### src/rtl/wb_arbiter_2m.sv
// Two-master Wishbone classic arbiter with a bus watchdog.
// M0 and M1 share one slave-side port. A grant lasts for the whole CYC
// burst, and ties are broken round-robin using the `last` pointer. A transfer
// that the slave never answers is aborted with ERR after TIMEOUT_CYCLES
// unanswered strobe cycles.
module wb_arbiter_2m #(
    parameter int WISHBONE_ADDR_WIDTH = 32,
    parameter int WISHBONE_BUS_WIDTH  = 32,
    parameter int TIMEOUT_CYCLES      = 255
) (
    input  logic                                CLK_I,
    input  logic                                RST_NI,
    // master 0
    input  logic                                M0_CYC_I,
    input  logic                                M0_STB_I,
    input  logic [WISHBONE_ADDR_WIDTH-1:0]      M0_ADR_I,
    input  logic                                M0_WE_I,
    input  logic [WISHBONE_BUS_WIDTH-1:0]       M0_DAT_I,
    input  logic [WISHBONE_BUS_WIDTH/8-1:0]     M0_SEL_I,
    output logic [WISHBONE_BUS_WIDTH-1:0]       M0_DAT_O,
    output logic                                M0_ACK_O,
    output logic                                M0_ERR_O,
    // master 1
    input  logic                                M1_CYC_I,
    input  logic                                M1_STB_I,
    input  logic [WISHBONE_ADDR_WIDTH-1:0]      M1_ADR_I,
    input  logic                                M1_WE_I,
    input  logic [WISHBONE_BUS_WIDTH-1:0]       M1_DAT_I,
    input  logic [WISHBONE_BUS_WIDTH/8-1:0]     M1_SEL_I,
    output logic [WISHBONE_BUS_WIDTH-1:0]       M1_DAT_O,
    output logic                                M1_ACK_O,
    output logic                                M1_ERR_O,
    // slave side
    output logic                                S_CYC_O,
    output logic                                S_STB_O,
    output logic                                S_WE_O,
    output logic [WISHBONE_ADDR_WIDTH-1:0]      S_ADR_O,
    output logic [WISHBONE_BUS_WIDTH-1:0]       S_DAT_O,
    output logic [WISHBONE_BUS_WIDTH/8-1:0]     S_SEL_O,
    input  logic [WISHBONE_BUS_WIDTH-1:0]       S_DAT_I,
    input  logic                                S_ACK_I,
    input  logic                                S_ERR_I,
    // status
    output logic [1:0]                          GNT_O,
    output logic                                TIMEOUT_O
);

    localparam int AW = WISHBONE_ADDR_WIDTH;
    localparam int DW = WISHBONE_BUS_WIDTH;
    localparam int SW = WISHBONE_BUS_WIDTH / 8;
    // A zero timeout still needs a 1-bit counter so the declarations stay legal.
    localparam int WD_W = (TIMEOUT_CYCLES > 0) ? $clog2(TIMEOUT_CYCLES + 1) : 1;
    localparam logic [WD_W-1:0] WD_LIMIT = WD_W'(TIMEOUT_CYCLES);
    localparam bit WD_EN = (TIMEOUT_CYCLES != 0);

    // The grant encodings double as the GNT_O value.
    typedef enum logic [1:0] {
        IDLE  = 2'b00,
        GNT0  = 2'b01,
        GNT1  = 2'b10,
        DRAIN = 2'b11
    } state_t;

    state_t          state_reg, state_next;
    logic            last_reg, last_next;
    logic [WD_W-1:0] wd_reg, wd_next;

    // Indexable views of the two master ports.
    logic [1:0]    m_cyc, m_stb, m_we;
    logic [AW-1:0] m_adr [2];
    logic [DW-1:0] m_dat [2];
    logic [SW-1:0] m_sel [2];
    logic [1:0]    m_ack, m_err;
    logic [DW-1:0] m_dat_o [2];

    assign m_cyc    = {M1_CYC_I, M0_CYC_I};
    assign m_stb    = {M1_STB_I, M0_STB_I};
    assign m_we     = {M1_WE_I,  M0_WE_I};
    assign m_adr[0] = M0_ADR_I;
    assign m_adr[1] = M1_ADR_I;
    assign m_dat[0] = M0_DAT_I;
    assign m_dat[1] = M1_DAT_I;
    assign m_sel[0] = M0_SEL_I;
    assign m_sel[1] = M1_SEL_I;

    logic active;     // a master currently owns the slave port
    logic sel;        // index of the owning master
    logic cur_cyc;
    logic cur_stb;
    logic resp;       // slave answered this cycle
    logic abort;      // watchdog fires this cycle

    assign active  = (state_reg == GNT0) || (state_reg == GNT1);
    assign sel     = (state_reg == GNT1);
    assign cur_cyc = m_cyc[sel];
    assign cur_stb = m_stb[sel];
    assign resp    = S_ACK_I | S_ERR_I;
    // A response in the limit cycle wins over the abort.
    assign abort   = WD_EN && active && cur_cyc && cur_stb && !resp && (wd_reg == WD_LIMIT);

    // State, round-robin pointer and watchdog registers; reset makes M0 win the first tie.
    always_ff @(posedge CLK_I or negedge RST_NI) begin
        if (!RST_NI) begin
            state_reg <= IDLE;
            last_reg  <= 1'b1;
            wd_reg    <= '0;
        end else begin
            state_reg <= state_next;
            last_reg  <= last_next;
            wd_reg    <= wd_next;
        end
    end

    // Next-state: arbitrate in IDLE, hold for the burst, abort on timeout, wait out DRAIN.
    always_comb begin
        state_next = state_reg;
        last_next  = last_reg;
        wd_next    = wd_reg;
        case (state_reg)
            IDLE: begin
                wd_next = '0;
                if (m_cyc[0] && (!m_cyc[1] || last_reg)) begin
                    state_next = GNT0;
                end else if (m_cyc[1]) begin
                    state_next = GNT1;
                end
            end
            GNT0, GNT1: begin
                if (!cur_cyc) begin
                    state_next = IDLE;
                    last_next  = sel;
                    wd_next    = '0;
                end else if (abort) begin
                    state_next = DRAIN;
                    last_next  = sel;
                    wd_next    = '0;
                end else if (resp) begin
                    wd_next = '0;
                end else if (cur_stb && (wd_reg != '1)) begin
                    wd_next = wd_reg + 1'b1;
                end
            end
            DRAIN: begin
                wd_next = '0;
                // last_reg names the aborted master here
                if (!m_cyc[last_reg]) begin
                    state_next = IDLE;
                end
            end
            default: state_next = IDLE;
        endcase
    end

    // Output routing: connect the owner to the slave, everyone else sees zeros.
    always_comb begin
        S_CYC_O    = 1'b0;
        S_STB_O    = 1'b0;
        S_WE_O     = 1'b0;
        S_ADR_O    = '0;
        S_DAT_O    = '0;
        S_SEL_O    = '0;
        m_ack      = 2'b00;
        m_err      = 2'b00;
        m_dat_o[0] = '0;
        m_dat_o[1] = '0;
        TIMEOUT_O  = 1'b0;
        if (active) begin
            S_CYC_O      = cur_cyc & ~abort;
            S_STB_O      = cur_stb & ~abort;
            S_WE_O       = m_we[sel];
            S_ADR_O      = m_adr[sel];
            S_DAT_O      = m_dat[sel];
            S_SEL_O      = m_sel[sel];
            m_ack[sel]   = S_ACK_I;
            m_err[sel]   = S_ERR_I | abort;
            m_dat_o[sel] = S_DAT_I;
            TIMEOUT_O    = abort;
        end
    end

    assign M0_ACK_O = m_ack[0];
    assign M0_ERR_O = m_err[0];
    assign M0_DAT_O = m_dat_o[0];
    assign M1_ACK_O = m_ack[1];
    assign M1_ERR_O = m_err[1];
    assign M1_DAT_O = m_dat_o[1];

    assign GNT_O = (state_reg == GNT0) ? 2'b01 :
                   (state_reg == GNT1) ? 2'b10 : 2'b00;

endmodule

### config.mk
export PLATFORM = sky130hd
export DESIGN_NAME = wb_arbiter_2m
export DESIGN_NICKNAME = d
export VERILOG_FILES = /design/src/rtl/wb_arbiter_2m.sv
export SDC_FILE = /design/constraint.sdc
export NUM_CORES = 1
export LEC_CHECK = 0
export CAP_MARGIN = 15
export CORE_AREA = 2 2 124 126
export DETAILED_ROUTE_END_ITERATION = 8
export DIE_AREA = 0 0 126 128
export PLACE_DENSITY = 0.56
export SETUP_SLACK_MARGIN = 0.3
export SYNTH_ARGS = -nofsm -noshare
export SYNTH_HDL_FRONTEND = slang
export SYNTH_SLANG_ARGS = --single-unit
### constraint.sdc
create_clock -name CLK_I -period 2.2 [get_ports CLK_I]
set_input_delay 0.22 -clock CLK_I [delete_from_list [all_inputs] [get_ports CLK_I]]
set_output_delay 0.22 -clock CLK_I [all_outputs]
set_load 0.005 [all_outputs]
== Yosys cells after proc, flatten, opt, wreduce, memory -nomap -nowiden ==
Cells that the tools add are included.
Word-level totals
  register bits after elaboration: 11
  input bits: 178
  word-level logic and storage cells: 91
Cells by class
  $add $sub $neg: 1
  magnitude comparators: 5
  equal/unequal tests: 10
  mux-type cells: 46
  bitwise gates (word level): 9
  reductions and logical operators: 17
Operator list (count)
  $mux W32: 9
  $and A64 B64 Y64: 1
  $mux W64: 1
  $demux W32 S1: 1
  $mux W8: 4
  $mux W2: 9
  $mux W4: 4
  $pmux W8 S2: 1
  $mux W1: 15
  $add A8 B1 Y8 const B: 1
  $eq A8 B8 Y1 const B: 1
  $logic_and A1 B1 Y1: 8
  $ne A8 B8 Y1 const B: 1
  $ne A3 B3 Y1 const B: 2
  $pmux W2 S3: 1
  $ne A5 B5 Y1 const B: 1
  $and A2 B2 Y2: 2
  $eq A2 B2 Y1 const B: 2
  $lt A1 B2 Y1 const B: 2
  $reduce_or A2 Y1: 2
  $reduce_and A3 Y1: 1
  $and A1 B1 Y1: 2
  $eq A2 B1 Y1 const B: 1
  $ge A2 B2 Y1 const B: 1
  12 further kinds: 15

== Depth between registers and ports, before layout ==
Gate-level depths: netlist of run 1.
  depth in word-level cells: 10
  mapped depth: 8

== Worst setup path after synthesis of run 1 ==
OpenSTA, ideal clock, no wires.
  kind: register to output
  start point: register state_reg[0]
  end point: output port M0_ERR_O
  arrival: 1529 ps
  slack: 451 ps
  stages on the path, launching flop included: 8
  cell sequence: dfrtp_1 -> inv_1 -> ha_1 -> buf_4 -> mux2i_1 -> nor3_1 -> nor2b_1 -> o21a_1
On the way
  word-level cells in the longest chain between the ends: 10
  elaborated cells on any way between the ends: 19
  classes of those cells: order compare (2); eq/ne (2); mux (7); bitwise (2); reduce/logical (6)
Ends and longest elaborated chain
  from (decl): RTL line 64  | state_t state_reg, state_next;
  from (signal assigned): RTL line 108  | state_reg <= state_next;
  $eq A2 B2 Y1 *: RTL line 94  | assign sel = (state_reg == GNT1);
  named net sel: RTL line 87  | logic sel;
  $mux W1 (implied by the code) (2 in series): RTL line 95  | assign cur_cyc = m_cyc[sel];
  $logic_and A1 B1 Y1 (4 in series): RTL line 99  | assign abort = WD_EN && active && cur_cyc && cur_stb && !resp && (wd_reg == WD_LIMIT);
  $or A1 B1 Y1: RTL line 175  | m_err[sel] = S_ERR_I | abort;
  $and A2 B2 Y2 (no line)
  $mux W2 *: RTL line 167  | if (active) begin
  to (decl): RTL line 22  | output logic M0_ERR_O,
The timed path passes the listed nets; every way through them passes the cells marked *. The select of a mux whose other input is x is not followed.

== Worst setup path in the final report of run 1 ==
  start point: register state_reg[0]
  end point: register last_reg
On the way
  word-level cells in the longest chain between the ends: 9
  elaborated cells on any way between the ends: 16
  classes of those cells: eq/ne (3); mux (6); reduce/logical (7)
Ends and longest elaborated chain
  $eq A2 B2 Y1: RTL line 93, 94, 119
  $mux W1 (implied by the code) (2 in series): RTL line 95
  $logic_and A1 B1 Y1 (4 in series): RTL line 99
  $ne A2 B1 Y1 (no line)
  $reduce_and A2 Y1 (no line)
  to (signal assigned): RTL line 109  | last_reg <= last_next;
  to (decl): RTL line 65  | logic last_reg, last_next;
Several ways; a longest one is shown, not always the timed one. The select of a mux whose other input is x is not followed.
A chain may end at the register's enable or synchronous reset.

==> flow_summary_export.csv, run 1 <==
group,metric,value,unit
outcome,outcome,"finished, final reports clean",
yosys,ys_seq_area_share,12.2,%
yosys,syn_nets,499,
yosys,synthMuxAreaShare,33.2,%
routing,vias,3852,
floorplan,die_area,16100,µm²
routing,vias_per_cell,4.17,
pwr,vdd_drop_max,0.000632,V
yosys,yosys.area.top_type,"mux2i_1",
sta,max_freq,0.464,GHz
yosys,synth_seq_cells,11,
floorplan,core-area,14900,µm²
sta,setup_viol,0,
final_layout,syn_to_final_growth,220,%
placed_design,io_buffers,319,
setup_path,crit_type,"flip-flop to flip-flop",
setup_path,crit_fanout,4,
setup_path,worstPathCellList,"inv_2, ha_4, buf_6, mux2_4, nand4_1, buf_4, buf_6, buf_6, buf_6, buf_6, buf_6, buf_6, a21o_1, nand3_1",
cts,clock_sinks,11,
global_routing,first_global_vias,3844,
global_routing,antenna_found_initial,0,
cts,holdBufCountCts,0,
pwr,p_leak,3.31,nW
setup_path,crit_top_cell,"buf_6",
placed_design,hpwl,11500,µm
yosys,synth_fa_ha_area_share,2.75,%
floorplan,fp.dieH,128,µm
yosys,synth_area,2270,µm²
routing,drc,0,
sta,slew_headroom,64.2,%
global_routing,grt_pass1_wl,22300,µm
setup_path,r2r-start,"state_reg[0]$_DFFE_PN0P_",
yosys,synthCells,316,
sta,rsz0062_at_grt,"yes",
final_layout,fin_nets,920,
sta,worst_clock_skew,0.00445,ns
global_routing,global_route.usage.total,17.5,%
cts,numCtsBuffers,3,
yosys,yosys_warnings,0,
floorplan,rows,45,
routing,drt_iter0_markers,107,
worst_hold_path,hp-class,"primary input to asynchronous set/reset pin",
cts,cts_root_buf,"clkbuf_16",
cts,clock_latency,0.24,ns
yosys,synthXorXnorAreaFrac,1.16,%
yosys,synth_compound_area_share,6.88,%
routing,wl_per_cell,17.3,µm
cts,tritoncts,"built",
yosys,syn_avg_cell_area,7.19,µm²
sta,period_share,98.0,%
global_routing,grt-ovfl-total,0,
setup_path,end_kind,"flip-flop",
yosys,netlist_top_cells_area,"mux2i_1 32%, and2_1 18%, nor2_1 13%",
cts,htree_levels,1,
sta,period_minus_slack,2.16,ns
sta,worst_pin_slew,0.535,ns
pwr,power.density,1330,nW/µm²
routing,wl,16000,µm
pwr,p_total,9.65,mW
routing,firstDrtPassIters,4,
setup_path,arrival,2.33,ns
floorplan,die_w,126,µm
yosys,synth_top_area_share,31.7,%
final_layout,largest_register_ffs,8,
cts,clockBufferDepth,2,
setup_path,critPathMaxStageDelay,0.38,ns
floorplan,io_pins,320,
global_routing,grt_max_degree,27,
cts,clk_pin_slew_worst_paths,0.04,ns
setup_path,slowest_stage,"dfrtp_1",
routing,ant_nets,0,
setup_path,critPathLaunch,"state_reg[0]$_DFFE_PN0P_",
sta,maxSlewViolCount,0,
final_layout,drive_above_1_share,44.6,%
final_layout,design_area,7270,µm²
yosys,synth_top_family_by_area,"simple AND/OR/NAND/NOR gates",
yosys,yosys.area_share.simple,38.2,%
setup_path,start_kind,"flip-flop",
placed_design,dpl_cell_area,5820,µm²
setup_path,required,2.37,ns
final_layout,antenna_cells,0,
job,maxCapViolCount,0,
setup_path,worstRegToRegCells,14,
yosys,synth_cell_types,36,
sta,finalHoldViolCount,0,
placed_design,gp_congestion,0.831,
floorplan,start_util,15.3,%
==> cells by family (layout without fill, tap and decap cells) <==
group / count (synthesis) / in the layout
multiplexers: 75 / 75
AND/OR/NAND/NOR: 173 / 173
AO/OA/AOI/OAI: 20 / 20
adder cells (fa/ha/maj): 5 / 5
flip-flops: 11 / 11
buffers and inverters: 29 / 449
XOR/XNOR: 3 / 3
==> final timing paths <==
kind	end	slack [ns]
max in group asynchronous	state_reg[1]$_DFFE_PN0P_	1.47
min in group CLK_I	last_reg$_DFFE_PN1P_	0.53
hold / removal	wd_reg[4]$_DFFE_PN0P_	0.33
setup reg to reg	last_reg$_DFFE_PN1P_	0.04
setup / recovery	last_reg$_DFFE_PN1P_	0.04
hold reg to reg	last_reg$_DFFE_PN1P_	0.53
==> per-layer routing <==
layer	track usage (%)	wire, µm
met1	21.4	6700
met5	0	0
met4	1.87	89
met3	2.84	775
met2	33.2	8400
==> repair_timing <==
action	in CTS	in global routing
endpoints found under the setup margin	141	133
cloned	9	3
buffers inserted	69	19
resized for setup	479	246
pin swaps	27	19
==> synthesized netlist by cell type, drive strengths merged <==
cell	n
a41oi	1
o21a	1
a22o	1
xnor2	3
and3	1
buf	11
o2111a	1
a21oi	5
nor2	79
nand4	3
nand2b	2
ha	5
dfrtp	10
o21ai	5
mux2i	72
o221ai	1
or3	2
clkbuf	13
a22oi	1
a2111oi	1
inv	5
nor3	4
and2	66
nor2b	1
a32o	1
a21o	1
nand3	7
mux2	3
and4	2
dfstp	1
nand2	5
or2	1
a31o	1
==> cell type report <==
cell class | instances | area (µm²)
Timing Repair Buffer | 440 | 4470
Multi-Input combinational cell | 276 | 2180
Clock inverter | 1 | 5.00
Sequential cell | 11 | 278
Clock buffer | 3 | 75.1
Tap cell | 188 | 235
Fill cell | 1397 | 7590
Inverter | 5 | 26.3
==> placed cells by master (no fill, tap or decap), drive strengths merged, types with 3 or more instances in the layout <==
cell type	count
o21ai	5
clkdlybuf4s50	178
nor2	79
inv	5
a21oi	5
buf	237
nor3	4
clkdlybuf4s15	3
clkbuf	18
nand2	5
nand4	3
dfrtp	10
mux2i	72
nand3	7
and2	66
ha	5
dlygate4sd2	7
xnor2	3
mux2	3
==> critical path: cells and delay by family, from the launching register on <==
kind | cells | cell delay (ns)
AOI/OAI and AO/OA | 1 | 0.17
buffers and inverters | 9 | 1.00
and+or+nand+nor | 2 | 0.20
adders and majority gates | 1 | 0.19
DFF | 1 | 0.38
muxes | 1 | 0.15
==> stage by stage <==
step	setup TNS, ns	worst slack (ns)	hold slack [ns]	instances	utilization (%)
after global routing	-0.0912	-0.0638	0.368	924	48.9
after floorplan	0	0.451	-0.0756	316	-
after global placement	0	0.0105	0.514	820	39.2
after CTS	0	0.0512	0.354	902	46.6
final	0	0.0431	0.334	924	48.9
after detailed placement	-0.00671	-0.00671	0.524	820	39.2
==> report_power, final <==
group	switching [mW]	leakage (nW)	total (mW)	internal [mW]
Clock	0.0911	0.0409	0.332	0.241
Combinational	3.45	3.12	9.04	5.59
Sequential	0.0329	0.146	0.277	0.244
Total	3.57	3.31	9.65	6.08
(Power assumes the default switching activity.)
==> inputs of run 2 (changes only) <==
- GPL_ROUTABILITY_DRIVEN: unset -> 1
- clock period: 2.2 -> 2.1 ns (I/O delays scaled with it)
==> run 2 against run 1 <==
Effect of this change:
- the flow now finishes with violations (negative setup slack)
- hold slack lost 0.0067 ns
- sequential share of layout area shrank 0.40 points
- clock power grew 3%
- combinational power grew 29%
- die area is the same
- highest routed layer unchanged
==> flow_summary_export.csv, run 2 (synthesized netlist as in run 1, its figures left out) <==
group,metric,value,unit
outcome,outcome,"finished with violations",
outcome,violations,"negative setup slack",
global_routing,grt_max_degree,20,
floorplan,rows,45,
setup_path,crit_fanout,6,
floorplan,io_pins,320,
sta,whs,0.327,ns
setup_path,start_kind,"flip-flop",
floorplan,die_area,16100,µm²
sta,slew_headroom,64.6,%
sta,max_freq,0.460,GHz
worst_hold_path,hp-class,"primary input to asynchronous set/reset pin",
routing,vias_per_cell,4.31,
final_layout,stdcell_count,936,
pwr,vdd_drop_max,0.000730,V
global_routing,grt_pass1_wl,23600,µm
pwr,power.density,1530,nW/µm²
routing,firstDrtPassIters,4,
final_layout,syn_to_final_growth,255,%
floorplan,core-area,14900,µm²
cts,tritoncts,"built",
setup_path,r2r-start,"state_reg[1]$_DFFE_PN0P_",
sta,setup_tns,-0.0996,ns
placed_design,hpwl,11700,µm
final_layout,fin_nets,931,
pwr,p_leak,3.51,nW
placed_design,gp_congestion,0.817,
sta,setup_slack,-0.0725,ns
cts,numCtsBuffers,3,
final_layout,finish.utilization,54.3,%
floorplan,start_util,15.3,%
final_layout,largest_register_ffs,8,
setup_path,r2r-end,"last_reg$_DFFE_PN1P_",
routing,wl,17200,µm
placed_design,post-place-ws,-0.103,ns
sta,worst_clock_skew,0.00164,ns
global_routing,antenna_found_initial,0,
cts,clk_pin_slew_worst_paths,0.04,ns
sta,maxSlewViolCount,0,
setup_path,crit_type,"flip-flop to flip-flop",
cts,cts_root_buf,"clkbuf_16",
sta,finalHoldViolCount,0,
setup_path,arrival,2.34,ns
global_routing,first_global_vias,4080,
final_layout,most-common-layout-cells,"177 x clkdlybuf4s50_1, 126 x buf_6, 71 x buf_2",
routing,drt_iter0_markers,82,
routing,wl_per_cell,18.4,µm
job,maxCapViolCount,0,
placed_design,io_buffers,319,
sta,worst_pin_slew,0.529,ns
final_layout,nFillCells,1286,
sta,period_share,103,%
global_routing,grt-ovfl-total,0,
setup_path,end_kind,"flip-flop",
setup_path,required,2.27,ns
final_layout,final_common_cell,"clkdlybuf4s50_1",
floorplan,fp.dieH,128,µm
setup_path,regToRegSetupSlack,-0.07,ns
setup_path,worstRegToRegCells,13,
final_layout,drive_above_1_share,58.2,%
sta,setup_viol,4,
routing,drc,0,
final_layout,design_area,8080,µm²
cts,htree_levels,1,
routing,ant_nets,0,
pwr,p_total,12.4,mW
cts,clock_sinks,11,
cts,clockBufferDepth,2,
cts,holdBufCountCts,0,
sta,period_minus_slack,2.17,ns
sta,rsz0062_at_grt,"yes",
floorplan,die_w,126,µm
placed_design,dp.cells,831,
placed_design,dpl_cell_area,5890,µm²
cts,clock_latency,0.23,ns
routing,vias,4031,
global_routing,global_route.usage.total,18.6,%
==> run 2: cell type report <==
cell class | count | area, µm² | area share, %
Antenna cell | 1 | 2.50 | 0.0310
Clock buffer | 4 | 78.8 | 0.976
Inverter | 5 | 21.3 | 0.263
Multi-Input combinational cell | 276 | 2720 | 33.6
Sequential cell | 11 | 277 | 3.42
Tap cell | 188 | 235 | 2.91
Timing Repair Buffer | 451 | 4740 | 58.7
==> run 2: what timing repair did <==
item | 4_1_cts | 5_1_grt
resized for setup | 757 | 179
gates cloned | 14 | 3
pin swaps | 60 | 40
endpoints found under the hold margin | 0 | 0
buffers inserted | 64 | 19
setup endpoints to repair | 143 | 146
==> run 2: worst max-delay path: stages, from the launching register on <==
cell and delay (ns):
dfrtp_1 0.41, buf_6 0.14, ha_4 0.20, mux2_4 0.21
nand4_1 0.12, buf_4 0.18, buf_6 0.10, buf_6 0.10
buf_6 0.10, buf_6 0.10, buf_6 0.10, buf_6 0.11
a21o_1 0.15, nand3_1 0.08
==> run 2: worst max-delay path by stage <==
stage	end	startpoint	slack [ns]
finish	last_reg$_DFFE_PN1P_	state_reg[1]$_DFFE_PN0P_	-0.07
global route	last_reg$_DFFE_PN1P_	state_reg[1]$_DFFE_PN0P_	-0.14
CTS	last_reg$_DFFE_PN1P_	state_reg[1]$_DFFE_PN0P_	-0.02
detailed placement	M0_ERR_O	M0_CYC_I	-0.10
global placement	TIMEOUT_O	M0_CYC_I	-0.07
floorplan	M0_ERR_O	state_reg[0]$_DFFE_PN0P_	0.36
==> run 2: report_power, final <==
group	total [mW]	internal [mW]	switching, mW
clock	0.343	0.254	0.0883
combinational	11.7	7.31	4.43
sequential	0.285	0.254	0.0307
total	12.4	7.82	4.55
==> run 2: routing by layer <==
layer,GRT usage [%],part of all wire [%]
met5,0,0
met3,3.26,5.0
met4,2.59,0.85
met2,34.6,55
met1,22.9,40
==> inputs of run 3 (changes only) <==
- CORE_AREA: 2 2 124 126 -> 2 2 123 125
- DIE_AREA: 0 0 126 128 -> 0 0 125 127
- PLACE_DENSITY: 0.56 -> 0.57
- clock period: 2.1 -> 2.8 ns (I/O delays scaled with it)
==> run 3 against run 2 <==
Effect of this change:
- the flow now finishes without violations
- hold slack better by 0.044 ns
- global-route usage fell by 3.6 points
- utilization is 13 points lower
- clock power down 23%
- wire length down 24%
- setup slack improved by 0.40 ns
- sequential share of layout area rose by 1.3 points
- design area shrank 27%
- critical endpoint is now M1_ERR_O
- critical path type is now flip-flop to output port
- total power down 57%
- critical path depth shrank 6
- via count shrank 16%
==> flow_summary_export.csv, run 3 (synthesized netlist as in run 1, its figures left out) <==
group,metric,value,unit
global_routing,grt_max_degree,70,
sta,slew_headroom,67.4,%
routing,vias_per_cell,4.16,
floorplan,fp.dieH,127,µm
cts,numCtsBuffers,3,
sta,setup_tns,0,ns
sta,rsz0062_at_grt,"yes",
final_layout,final_common_cell,"clkdlybuf4s50_1",
setup_path,crit_buf_inv,2,
routing,wl_per_cell,16.1,µm
routing,drt_iter0_markers,98,
sta,setup_viol,0,
setup_path,arrival,2.19,ns
setup_path,slowest_stage,"clkdlybuf4s50_1",
cts,holdBufCountCts,0,
cts,clk_pin_slew_worst_paths,0.04,ns
sta,period_share,88.2,%
placed_design,dp.cells,800,
setup_path,crit_fanout,6,
routing,ant_nets,0,
floorplan,die_area,15900,µm²
routing,vias,3372,
routing,firstDrtPassIters,4,
setup_path,critPathTopFamily,"buffers and inverters",
floorplan,io_pins,320,
setup_path,critPathMaxStageDelay,0.47,ns
cts,clock_sinks,11,
pwr,power.density,899,nW/µm²
sta,worst_pin_slew,0.487,ns
floorplan,die_w,125,µm
final_layout,fin_nets,810,
placed_design,io_buffers,319,
final_layout,most-common-layout-cells,"318 x clkdlybuf4s50_1, 77 x nor2_1, 71 x mux2i_1",
final_layout,antenna_cells,0,
cts,htree_levels,1,
placed_design,post-place-ws,0.379,ns
setup_path,end_kind,"output port",
pwr,vdd_drop_max,0.000679,V
sta,maxSlewViolCount,0,
cts,clock_latency,0.24,ns
cts,tritoncts,"built",
setup_path,crit_type,"flip-flop to output port",
sta,worst_clock_skew,0.00133,ns
sta,max_freq,0.405,GHz
final_layout,design_area,5900,µm²
placed_design,dpl_cell_area,5660,µm²
setup_path,start_kind,"flip-flop",
sta,whs,0.371,ns
global_routing,grt-ovfl-total,0,
routing,drc,0,
cts,cts_root_buf,"clkbuf_16",
placed_design,gp_congestion,0.830,
worst_hold_path,hp-class,"primary input to asynchronous set/reset pin",
outcome,outcome,"finished, final reports clean",
sta,period_minus_slack,2.47,ns
final_layout,finish.utilization,40.9,%
final_layout,drive_above_1_share,5.43,%
global_routing,antenna_found_initial,0,
cts,clockBufferDepth,2,
final_layout,stdcell_count,810,
pwr,p_total,5.30,mW
sta,setup_slack,0.330,ns
setup_path,required,2.52,ns
final_layout,syn_to_final_growth,160,%
final_layout,largest_register_ffs,8,
global_routing,grt_pass1_wl,19200,µm
pwr,p_leak,2.20,nW
job,maxCapViolCount,0,
floorplan,rows,44,
setup_path,worstPathCellList,"inv_2, ha_4, mux2_2, and4_1, a21oi_1, nor2_1, clkdlybuf4s50_1",
placed_design,hpwl,10300,µm
sta,finalHoldViolCount,0,
floorplan,core-area,14400,µm²
routing,wl,13000,µm
setup_path,regToRegSetupSlack,0.99,ns
floorplan,start_util,15.8,%
global_routing,global_route.usage.total,15.0,%
global_routing,first_global_vias,3367,
==> run 3: cell count changes in the layout (fill, tap and decap cells not counted), moves of 7 or more <==
cell             change
and2_1              +61
and2_4              -61
buf_12              -18
buf_16              -13
buf_2               -71
buf_4               -24
buf_6              -126
clkdlybuf4s50_1    +141
mux2i_1             +34
mux2i_2              -7
mux2i_4             -27
nor2_1              +34
nor2_2              -11
nor2_4              -23
==> run 3: path summary, 6_finish.rpt <==
path | startpoint | end | cells past startpoint
setup / recovery | state_reg[0]$_DFFE_PN0P_ | M1_ERR_O | 7
hold / removal | RST_NI | wd_reg[6]$_DFFE_PN0P_ | 1
setup reg to reg | state_reg[0]$_DFFE_PN0P_ | state_reg[0]$_DFFE_PN0P_ | 6
hold reg to reg | last_reg$_DFFE_PN1P_ | last_reg$_DFFE_PN1P_ | 2
max in group asynchronous | RST_NI | state_reg[1]$_DFFE_PN0P_ | 1
min in group CLK_I | last_reg$_DFFE_PN1P_ | last_reg$_DFFE_PN1P_ | 2
==> run 3: cell type report <==
cell class              instances  area (µm²)
flip-flops and latches         11         279
repair buffers                330        3350
multi-input cells             276        1950
well taps                     184         230
inverters                       5        18.8
fillers                      1430        8520
clock buffers                   4        78.8
==> run 3: repair_timing <==
item | in CTS | in global routing
setup endpoints to repair | 76 | 117
buffers inserted | 2 | 2
gates cloned | 2 | 0
pin swaps | 0 | 2
resized for setup | 12 | 12
==> run 3: per-layer routing <==
metal / up-vias / wire length (µm) / track usage (%)
met5: - / 0 / 0
met4: 0 / 265 / 3.79
met3: 19 / 767 / 2.60
met2: 143 / 6800 / 28.4
met1: 1522 / 5190 / 17.5
li1: 1688 / - / -
==> run 3: where the power goes <==
| group | switching [mW] | total, mW | leakage [nW] | internal, mW |
|---|---|---|---|---|
| Combinational | 1.95 | 4.82 | 2.02 | 2.87 |
| Sequential | 0.0285 | 0.221 | 0.144 | 0.192 |
| Clock | 0.0727 | 0.264 | 0.0382 | 0.191 |
| Total | 2.05 | 5.30 | 2.20 | 3.26 |
